`config.mk`:
```
export PLATFORM = sky130hd
export DESIGN_NAME = input_conditioner
export DESIGN_NICKNAME = d
export VERILOG_FILES = /design/src/rtl/input_conditioner_pkg.sv /design/src/rtl/input_conditioner_db_channel.sv /design/src/rtl/input_conditioner.sv
export SDC_FILE = /design/constraint.sdc
export NUM_CORES = 1
export LEC_CHECK = 0
export BUFFER_PORTS_ARGS = -buffer_cell sky130_fd_sc_hd__buf_2
export CAP_MARGIN = 20
export CORE_UTILIZATION = 64
export DETAILED_ROUTE_END_ITERATION = 7
export GPL_TIMING_DRIVEN = 0
export MAX_ROUTING_LAYER = met4
export PLACE_DENSITY = 0.83
export SKIP_LAST_GASP = 1
export SLEW_MARGIN = 20
export SYNTH_ARGS = -nofsm -noshare
export SYNTH_HDL_FRONTEND = slang
export SYNTH_SLANG_ARGS = --single-unit
```
`constraint.sdc`:
```
create_clock -name clk -period 5.2 [get_ports clk]
set_clock_uncertainty 0.2 [all_clocks]
set_input_delay 1.04 -clock clk [delete_from_list [all_inputs] [get_ports clk]]
set_output_delay 1.04 -clock clk [all_outputs]
set_load 0.02 [all_outputs]
```
`src/rtl/input_conditioner_pkg.sv`:
```
// Shared stopwatch package: debounce defaults, channel indices and common types
// for the push-button and switch input conditioner.
package input_conditioner_pkg;

    // Default clk cycles between debounce samples (1 ms at 100 MHz).
    localparam int unsigned SAMPLE_DIV_DEFAULT   = 100000;
    // Default consecutive differing samples needed to accept a new level.
    localparam int unsigned STABLE_COUNT_DEFAULT = 4;

    // Legal range of the stable count; the counter width covers the maximum.
    localparam int unsigned STABLE_COUNT_MIN = 2;
    localparam int unsigned STABLE_COUNT_MAX = 15;
    localparam int unsigned STABLE_W         = 4;

    // Channel ordering inside the raw / debounced vectors.
    localparam int unsigned NUM_CH   = 4;
    localparam int unsigned CH_RST   = 0;
    localparam int unsigned CH_PAUSE = 1;
    localparam int unsigned CH_ADJ   = 2;
    localparam int unsigned CH_SEL   = 3;

    // Per-channel conditioned result.
    typedef struct packed {
        logic level;
        logic rise;
    } db_out_t;

    // Width of a counter that must hold values 0..n-1 (at least one bit).
    function automatic int unsigned count_width(int unsigned n);
        return (n > 1) ? $clog2(n) : 1;
    endfunction

endpackage

```
`src/rtl/input_conditioner_db_channel.sv`:
```
// One debounce channel: 2-flop synchronizer, consecutive-sample stable counter,
// debounced level register and a one-clk rising-edge pulse.
module db_channel
    import input_conditioner_pkg::*;
#(
    parameter int unsigned STABLE_COUNT = STABLE_COUNT_DEFAULT
) (
    input  logic clk,
    input  logic rst,
    input  logic raw,
    input  logic tick,
    output logic level,
    output logic rise
);

    localparam logic [STABLE_W-1:0] LastCount = STABLE_W'(STABLE_COUNT - 1);

    logic                sync1_q, sync1_d;
    logic                sync2_q, sync2_d;
    logic [STABLE_W-1:0] cnt_q,   cnt_d;
    logic                level_q, level_d;
    logic                rose_q,  rose_d;
    logic                rise_q,  rise_d;

    // Next-state: synchronize, then count differing samples on each tick.
    always_comb begin
        sync1_d = raw;
        sync2_d = sync1_q;
        cnt_d   = cnt_q;
        level_d = level_q;

        if (tick) begin
            if (sync2_q != level_q) begin
                if (cnt_q == LastCount) begin
                    // This sample completes the run: accept the new level.
                    level_d = sync2_q;
                    cnt_d   = '0;
                end else begin
                    cnt_d = cnt_q + 1'b1;
                end
            end else begin
                // A sample matching the current level breaks the run.
                cnt_d = '0;
            end
        end

        // rose marks the first cycle at the new high level; rise follows it by one clk.
        rose_d = level_d & ~level_q;
        rise_d = rose_q;
    end

    // State registers with synchronous active-high reset.
    always_ff @(posedge clk) begin
        if (rst) begin
            sync1_q <= 1'b0;
            sync2_q <= 1'b0;
            cnt_q   <= '0;
            level_q <= 1'b0;
            rose_q  <= 1'b0;
            rise_q  <= 1'b0;
        end else begin
            sync1_q <= sync1_d;
            sync2_q <= sync2_d;
            cnt_q   <= cnt_d;
            level_q <= level_d;
            rose_q  <= rose_d;
            rise_q  <= rise_d;
        end
    end

    assign level = level_q;
    assign rise  = rise_q;

endmodule

```
`src/rtl/input_conditioner.sv`:
```
// Stopwatch input conditioner: shared sample prescaler, four debounce
// channels, clear pulse, pause toggle and debounced switch levels.
module input_conditioner
    import input_conditioner_pkg::*;
#(
    parameter int unsigned SAMPLE_DIV   = SAMPLE_DIV_DEFAULT,
    parameter int unsigned STABLE_COUNT = STABLE_COUNT_DEFAULT
) (
    input  logic clk,
    input  logic rst,
    input  logic rst_button,
    input  logic pause_button,
    input  logic adj_switch,
    input  logic sel_switch,
    output logic clear,
    output logic paused,
    output logic adj,
    output logic sel,
    output logic sample_tick
);

    localparam int unsigned            CntW    = count_width(SAMPLE_DIV);
    localparam logic [CntW-1:0]        CntLast = CntW'(SAMPLE_DIV - 1);

    // Elaboration-time parameter sanity checks.
    if (SAMPLE_DIV < 2) begin : g_bad_div
        $error("input_conditioner: SAMPLE_DIV must be at least 2");
    end
    if (STABLE_COUNT < STABLE_COUNT_MIN || STABLE_COUNT > STABLE_COUNT_MAX) begin : g_bad_cnt
        $error("input_conditioner: STABLE_COUNT must be within 2..15");
    end

    logic [CntW-1:0]   div_q, div_d;
    logic              tick;
    logic              paused_q, paused_d;
    logic [NUM_CH-1:0] raw_vec;
    db_out_t           ch_out [NUM_CH];

    assign raw_vec[CH_RST]   = rst_button;
    assign raw_vec[CH_PAUSE] = pause_button;
    assign raw_vec[CH_ADJ]   = adj_switch;
    assign raw_vec[CH_SEL]   = sel_switch;

    // Prescaler next-state: count 0..SAMPLE_DIV-1, tick on the last value.
    always_comb begin
        tick  = (div_q == CntLast);
        div_d = tick ? '0 : div_q + 1'b1;
    end

    // Pause toggle next-state; a held rst_button forces and holds it cleared.
    always_comb begin
        paused_d = paused_q;
        if (ch_out[CH_RST].level) begin
            paused_d = 1'b0;
        end else if (ch_out[CH_PAUSE].rise) begin
            paused_d = ~paused_q;
        end
    end

    // Prescaler and pause state registers.
    always_ff @(posedge clk) begin
        if (rst) begin
            div_q    <= '0;
            paused_q <= 1'b0;
        end else begin
            div_q    <= div_d;
            paused_q <= paused_d;
        end
    end

    for (genvar i = 0; i < NUM_CH; i++) begin : g_ch
        db_channel #(
            .STABLE_COUNT (STABLE_COUNT)
        ) u_db_channel (
            .clk   (clk),
            .rst   (rst),
            .raw   (raw_vec[i]),
            .tick  (tick),
            .level (ch_out[i].level),
            .rise  (ch_out[i].rise)
        );
    end

    // Switch channels only use their levels; the pause channel only its pulse.
    logic unused_ch;
    assign unused_ch = ch_out[CH_ADJ].rise ^ ch_out[CH_SEL].rise ^ ch_out[CH_PAUSE].level;

    assign clear       = ch_out[CH_RST].rise;
    assign paused      = paused_q;
    assign adj         = ch_out[CH_ADJ].level;
    assign sel         = ch_out[CH_SEL].level;
    assign sample_tick = tick;

endmodule

```
## Yosys cells after proc, flatten, opt, wreduce, memory -nomap -nowiden

Cells that the tools add are included.

| word-level totals | value |
|---|---|
| register bits after elaboration | 50 |
| input bits | 6 |
| output and inout port bits | 5 |
| logic and storage cells | 59 |

| cells by class | value |
|---|---|
| add/sub/neg operators | 5 |
| eq/ne operators | 9 |
| mux-type cells | 14 |
| bitwise logic cells | 5 |
| reduce and logical (&&, ||, !) cells | 4 |

Operator list:

| operator | number |
|---|---|
| two-way mux 4 bit | 8 |
| adder 17 x 1 -> 17 bit (second input constant) | 1 |
| == test 17 bit (second input constant) | 1 |
| adder 4 x 1 -> 4 bit (second input constant) | 4 |
| == test 4 x 2 -> 1 bit (second input constant) | 4 |
| two-way mux 1 bit | 6 |
| AND reduction 3 bit | 2 |
| inequality test 1 bit | 4 |
| OR reduction 2 bit | 2 |
| NOT 1 bit | 3 |
| AND 1 bit | 2 |

## Longest topological paths before layout

| logic depth | value |
|---|---|
| word-level depth | 5 |
| mapped depth | 7 |
| depth with buffers taken out | 6 |

## Hierarchy

Synthesis repeated with hierarchy kept, for this count alone.

| second synthesis, totals | value |
|---|---|
| cells, all modules | 215 |
| area total of the unflattened synthesis | 2168.3 µm² |

By module, submodules not included:

| module | instances | cells each | area each (µm²) | seq. area each (µm²) |
|---|---|---|---|---|
| db_channel | 4 | 31 | 339.1 | 180.2 |
| input_conditioner | 1 | 91 | 812.0 | 360.3 |

## Least setup slack after synthesis

OpenSTA, ideal clock, no wires.

| timing | value |
|---|---|
| path kind | register -> output |
| start point | reg div_q[0] |
| end point | out sample_tick |
| arrival time | 1.470 ns |
| required time | 3.960 ns |
| path slack | 2.490 ns |
| stages on the path, launching flop included | 6 |
| path buffers | 1 |
| cell sequence | dfxtp_1 -> ha_1 -> and4_1 -> nand4_2 -> clkbuf_1 -> inv_1 |

| between the ends | value |
|---|---|
| word-level cells in the longest chain between the ends | 1 |

RTL lines:

| element | line | text |
|---|---|---|
| start, declared | input_conditioner.sv:33 | `logic [CntW-1:0] div_q, div_d;` |
| start signal, assigned | input_conditioner.sv:66 | `div_q <= div_d;` |
| == test 17 bit | input_conditioner.sv:46 | `tick = (div_q == CntLast);` |
| end, declared | input_conditioner.sv:19 | `output logic sample_tick` |

No other way between the ends.

## Final worst setup path

Same ends and word-level chain as after synthesis.

==> run_results.csv <==
group,metric,value,unit
die,core,0.00313,sq mm
yosys,synthArstFlopShare,0,
sta,relSlewSlack,0.645,
setup_path,rr_endpoint,"g_ch[3].u_db_channel.level$_SDFFE_PP0P_",
layout,syn_to_final_growth,8.49,%
clock_tree,clock-root-buffer,"clkbuf_4",
clock_tree,cts_buffers,5,
die,num_io_pins,11,
die,dieArea,0.00360,sq mm
yosys,synth_flop_cell,"dfxtp_1",
yosys,synth_nets,247,
die,die_x,60.0,microns
hold_path,hp-start,"g_ch[0].u_db_channel.rise_d$_SDFF_PP0_",
power,power_density,271,mW/mm^2
clock_tree,hold_buffers,0,
route,routedWlPerCell,13.8,microns
sta,setup_viol,0,
hold_path,min_path_cells,1,
yosys,synth_area,0.00215,sq mm
setup_path,critPathCaptureType,"primary output",
setup_path,crit_required,3.96,ns
route,num_vias,1749,
run_status,status,"finished, final reports clean",
sta,final_hold_viol_count,0,
setup_path,r2r_cells,7,
power,power,633,uW
setup_path,cp.arrival,2.44,ns
sta,fmax,272,MHz
power,power.leakage,0.000823,uW
route,post-route-drc-count,0,
clock_tree,cts_resized,0,
clock_tree,post_cts_buffers,0,
global_route,grt-ovfl-total,0,
die,rows,20,
clock_tree,cts_sinks,50,
route,vias_per_cell,5.87,
layout,drive_gt1_frac,0.0945,
setup_path,criticalPathCategory,"flip-flop to primary output",
yosys,synth-edff-count,0,
sta,tns,0,ns
sta,rsz0062_at_grt,"false",
sta,period_share,0.707,
route,drt_first_pass_iters,4,
clock_tree,htreeDepth,2,
global_route,antenna_found_initial,0,
yosys,synth_area_per_cell,9.12,sq um
yosys,ys_seq_area_frac,0.465,
setup_path,critPathMaxFanout,10,
clock_tree,cts_tree,"built",
route,ant_nets,0,
global_route,grt_pass1_wl,6.78,mm
layout,antenna_cells,0,
yosys,yosys.cell_types.count,33,
clock_tree,insertion_delay,0.37,ns
placed_design,routabilityCongestion,0.860,
global_route,grt_max_degree,16,
setup_path,start_kind,"flip-flop",
die,die_h,60.0,microns
clock_tree,clock_path_buffers,2,
yosys,synth_seq_cells,50,
flow_run,max_cap_violations,0,
sta,slew_viol_final,0,
placed_design,dp_hpwl,2.87,mm
power,irDropWorstVdd,0.208,mV
route,drtIter0Drc,93,
hold_path,whs_endpoint,"g_ch[0].u_db_channel.rise$_SDFF_PP0_",
yosys,synthCells,236,
route,wl,4.13,mm
hold_path,hold_class,"flip-flop to flip-flop",
setup_path,rrSetupSlack,2.71,ns
sta,worstMarginPinSlew,0.533,ns
global_route,grt_pass1_vias,1597,
sta,min_period,3.68,ns
setup_path,r2r-start,"div_q[0]$_SDFF_PP0_",
placed_design,io_buffers,10,
clock_tree,path_clk_slew,0.14,ns
global_route,grt_use_total,0.266,
die,initial_core_util,0.688,
yosys,synth_warnings,0,
layout,nets,264,
synth_stat cells, types with 2 or more instances:
library cell | n | area (sq um)
and4_1 | 2 | 17.5
nand4_1 | 6 | 37.5
nand3b_1 | 2 | 15.0
nor3_1 | 7 | 35.0
nor3b_1 | 6 | 45.0
nand4b_1 | 4 | 35.0
nor2_1 | 22 | 82.6
clkbuf_1 | 6 | 22.5
o21ai_0 | 11 | 55.1
and3_1 | 4 | 25.0
nand3_1 | 13 | 65.1
or3_1 | 3 | 18.8
o41ai_1 | 2 | 17.5
buf_2 | 3 | 15.0
nor2b_1 | 10 | 62.6
xor2_1 | 4 | 35.0
xnor2_1 | 15 | 131
ha_1 | 5 | 62.6
dfxtp_1 | 50 | 1000
nand2b_1 | 2 | 12.5
nand2_1 | 12 | 45.0
or4_1 | 6 | 45.0
mux2i_1 | 2 | 20.0
a31oi_1 | 2 | 12.5
o2bb2ai_1 | 2 | 17.5
a21oi_1 | 17 | 85.1
inv_1 | 8 | 30.0
nor4_1 | 5 | 31.3
layout by cell type (no fill, tap or decap):
master	netlist	final
a21oi_1	17	17
a31oi_1	2	2
a41o_1	1	1
and2_1	1	1
and3_1	4	4
and4_1	2	2
buf_2	3	13
bufinv_16	0	1
clkbuf_1	6	6
clkbuf_4	0	5
clkinv_2	0	2
dfxtp_1	50	50
ha_1	5	5
inv_1	8	8
mux2i_1	2	2
nand2_1	12	12
nand2b_1	2	2
nand3_1	13	13
nand3b_1	2	2
nand4_1	6	6
nand4_2	1	1
nand4b_1	4	4
nor2_1	22	22
nor2b_1	10	10
nor3_1	7	7
nor3b_1	6	6
nor4_1	5	5
nor4_4	1	1
nor4b_4	1	1
o21ai_0	11	11
o2bb2ai_1	2	2
o41ai_1	2	2
or3_1	3	3
or4_1	6	6
xnor2_1	15	15
xor2_1	4	4
layer usage:
| metal | global-route usage | vias up | wire, microns |
|---|---|---|---|
| met1 | 0.333 | 821 | 2020 |
| li1 | - | 874 | - |
| met5 | - | - | 0 |
| met2 | 0.414 | 40 | 1840 |
| met4 | 0.0963 | 0 | 89 |
| met3 | 0.0649 | 14 | 180 |
flip-flops by register name, indices dropped and copies added (netlist names):
register                   count
g_ch.u_db_channel.sync2_q      4
g_ch.u_db_channel.rise_d       2
g_ch.u_db_channel.sync1_q      4
paused                         1
div_q                         17
g_ch.u_db_channel.rise         2
g_ch.u_db_channel.level        4
g_ch.u_db_channel.cnt_q       16
worst max-delay path, stage by stage, from the launching register on:
cell and delay (ns):
dfxtp_1 0.43, ha_1 0.25, and4_1 0.34, nand4_2 0.26, clkbuf_1 0.30, inv_1 0.27, buf_2 0.22
stage by stage:
stage | area (sq um) | util | setup WS, ns | std cells | hold slack [ns]
6_report | 2330 | 0.746 | 1.52 | 298 | 0.257
3_5_place_dp | 2260 | 0.722 | 1.97 | 290 | 0.229
2_1_floorplan | 2150 | - | 2.49 | 236 | 0.214
5_1_grt | 2330 | 0.746 | 1.39 | 298 | 0.269
3_3_place_gp | 2260 | 0.722 | 1.97 | 290 | 0.216
4_1_cts | 2330 | 0.746 | 1.56 | 298 | 0.259
logic make-up after synthesis:
logic type | share of synthesized area
adder cells (fa/ha/maj) | 0.0291
flip-flops | 0.465
multiplexers | 0.00930
XOR/XNOR | 0.0773
buffers and inverters | 0.0314
AO/OA/AOI/OAI | 0.0919
AND/OR/NAND/NOR | 0.296
area by class of cell:
| type | instances | area [sq um] |
|---|---|---|
| Tap cell | 44 | 55.1 |
| Buffer | 9 | 37.5 |
| Multi-Input combinational cell | 169 | 1080 |
| Timing Repair Buffer | 10 | 50.0 |
| Fill cell | 229 | 793 |
| Clock buffer | 5 | 37.5 |
| Sequential cell | 50 | 1000 |
| Clock inverter | 3 | 40.0 |
| Inverter | 8 | 30.0 |
power breakdown:
group | total, uW | internal (uW) | switching [uW]
registers | 392 | 388 | 3.90
clock network | 220 | 99.8 | 121
logic | 20.6 | 7.89 | 12.7
worst max-delay path by stage:
stage                         from     endpoint  slack [ns]  cells after the start
2_1_floorplan  div_q[0]$_SDFF_PP0_  sample_tick        2.49                      5
3_3_place_gp   div_q[0]$_SDFF_PP0_  sample_tick        1.97                      6
3_5_place_dp   div_q[0]$_SDFF_PP0_  sample_tick        1.97                      6
4_1_cts        div_q[0]$_SDFF_PP0_  sample_tick        1.56                      6
5_1_grt        div_q[0]$_SDFF_PP0_  sample_tick        1.39                      6
6_report       div_q[0]$_SDFF_PP0_  sample_tick        1.52                      6
(Power assumes the default switching activity.)
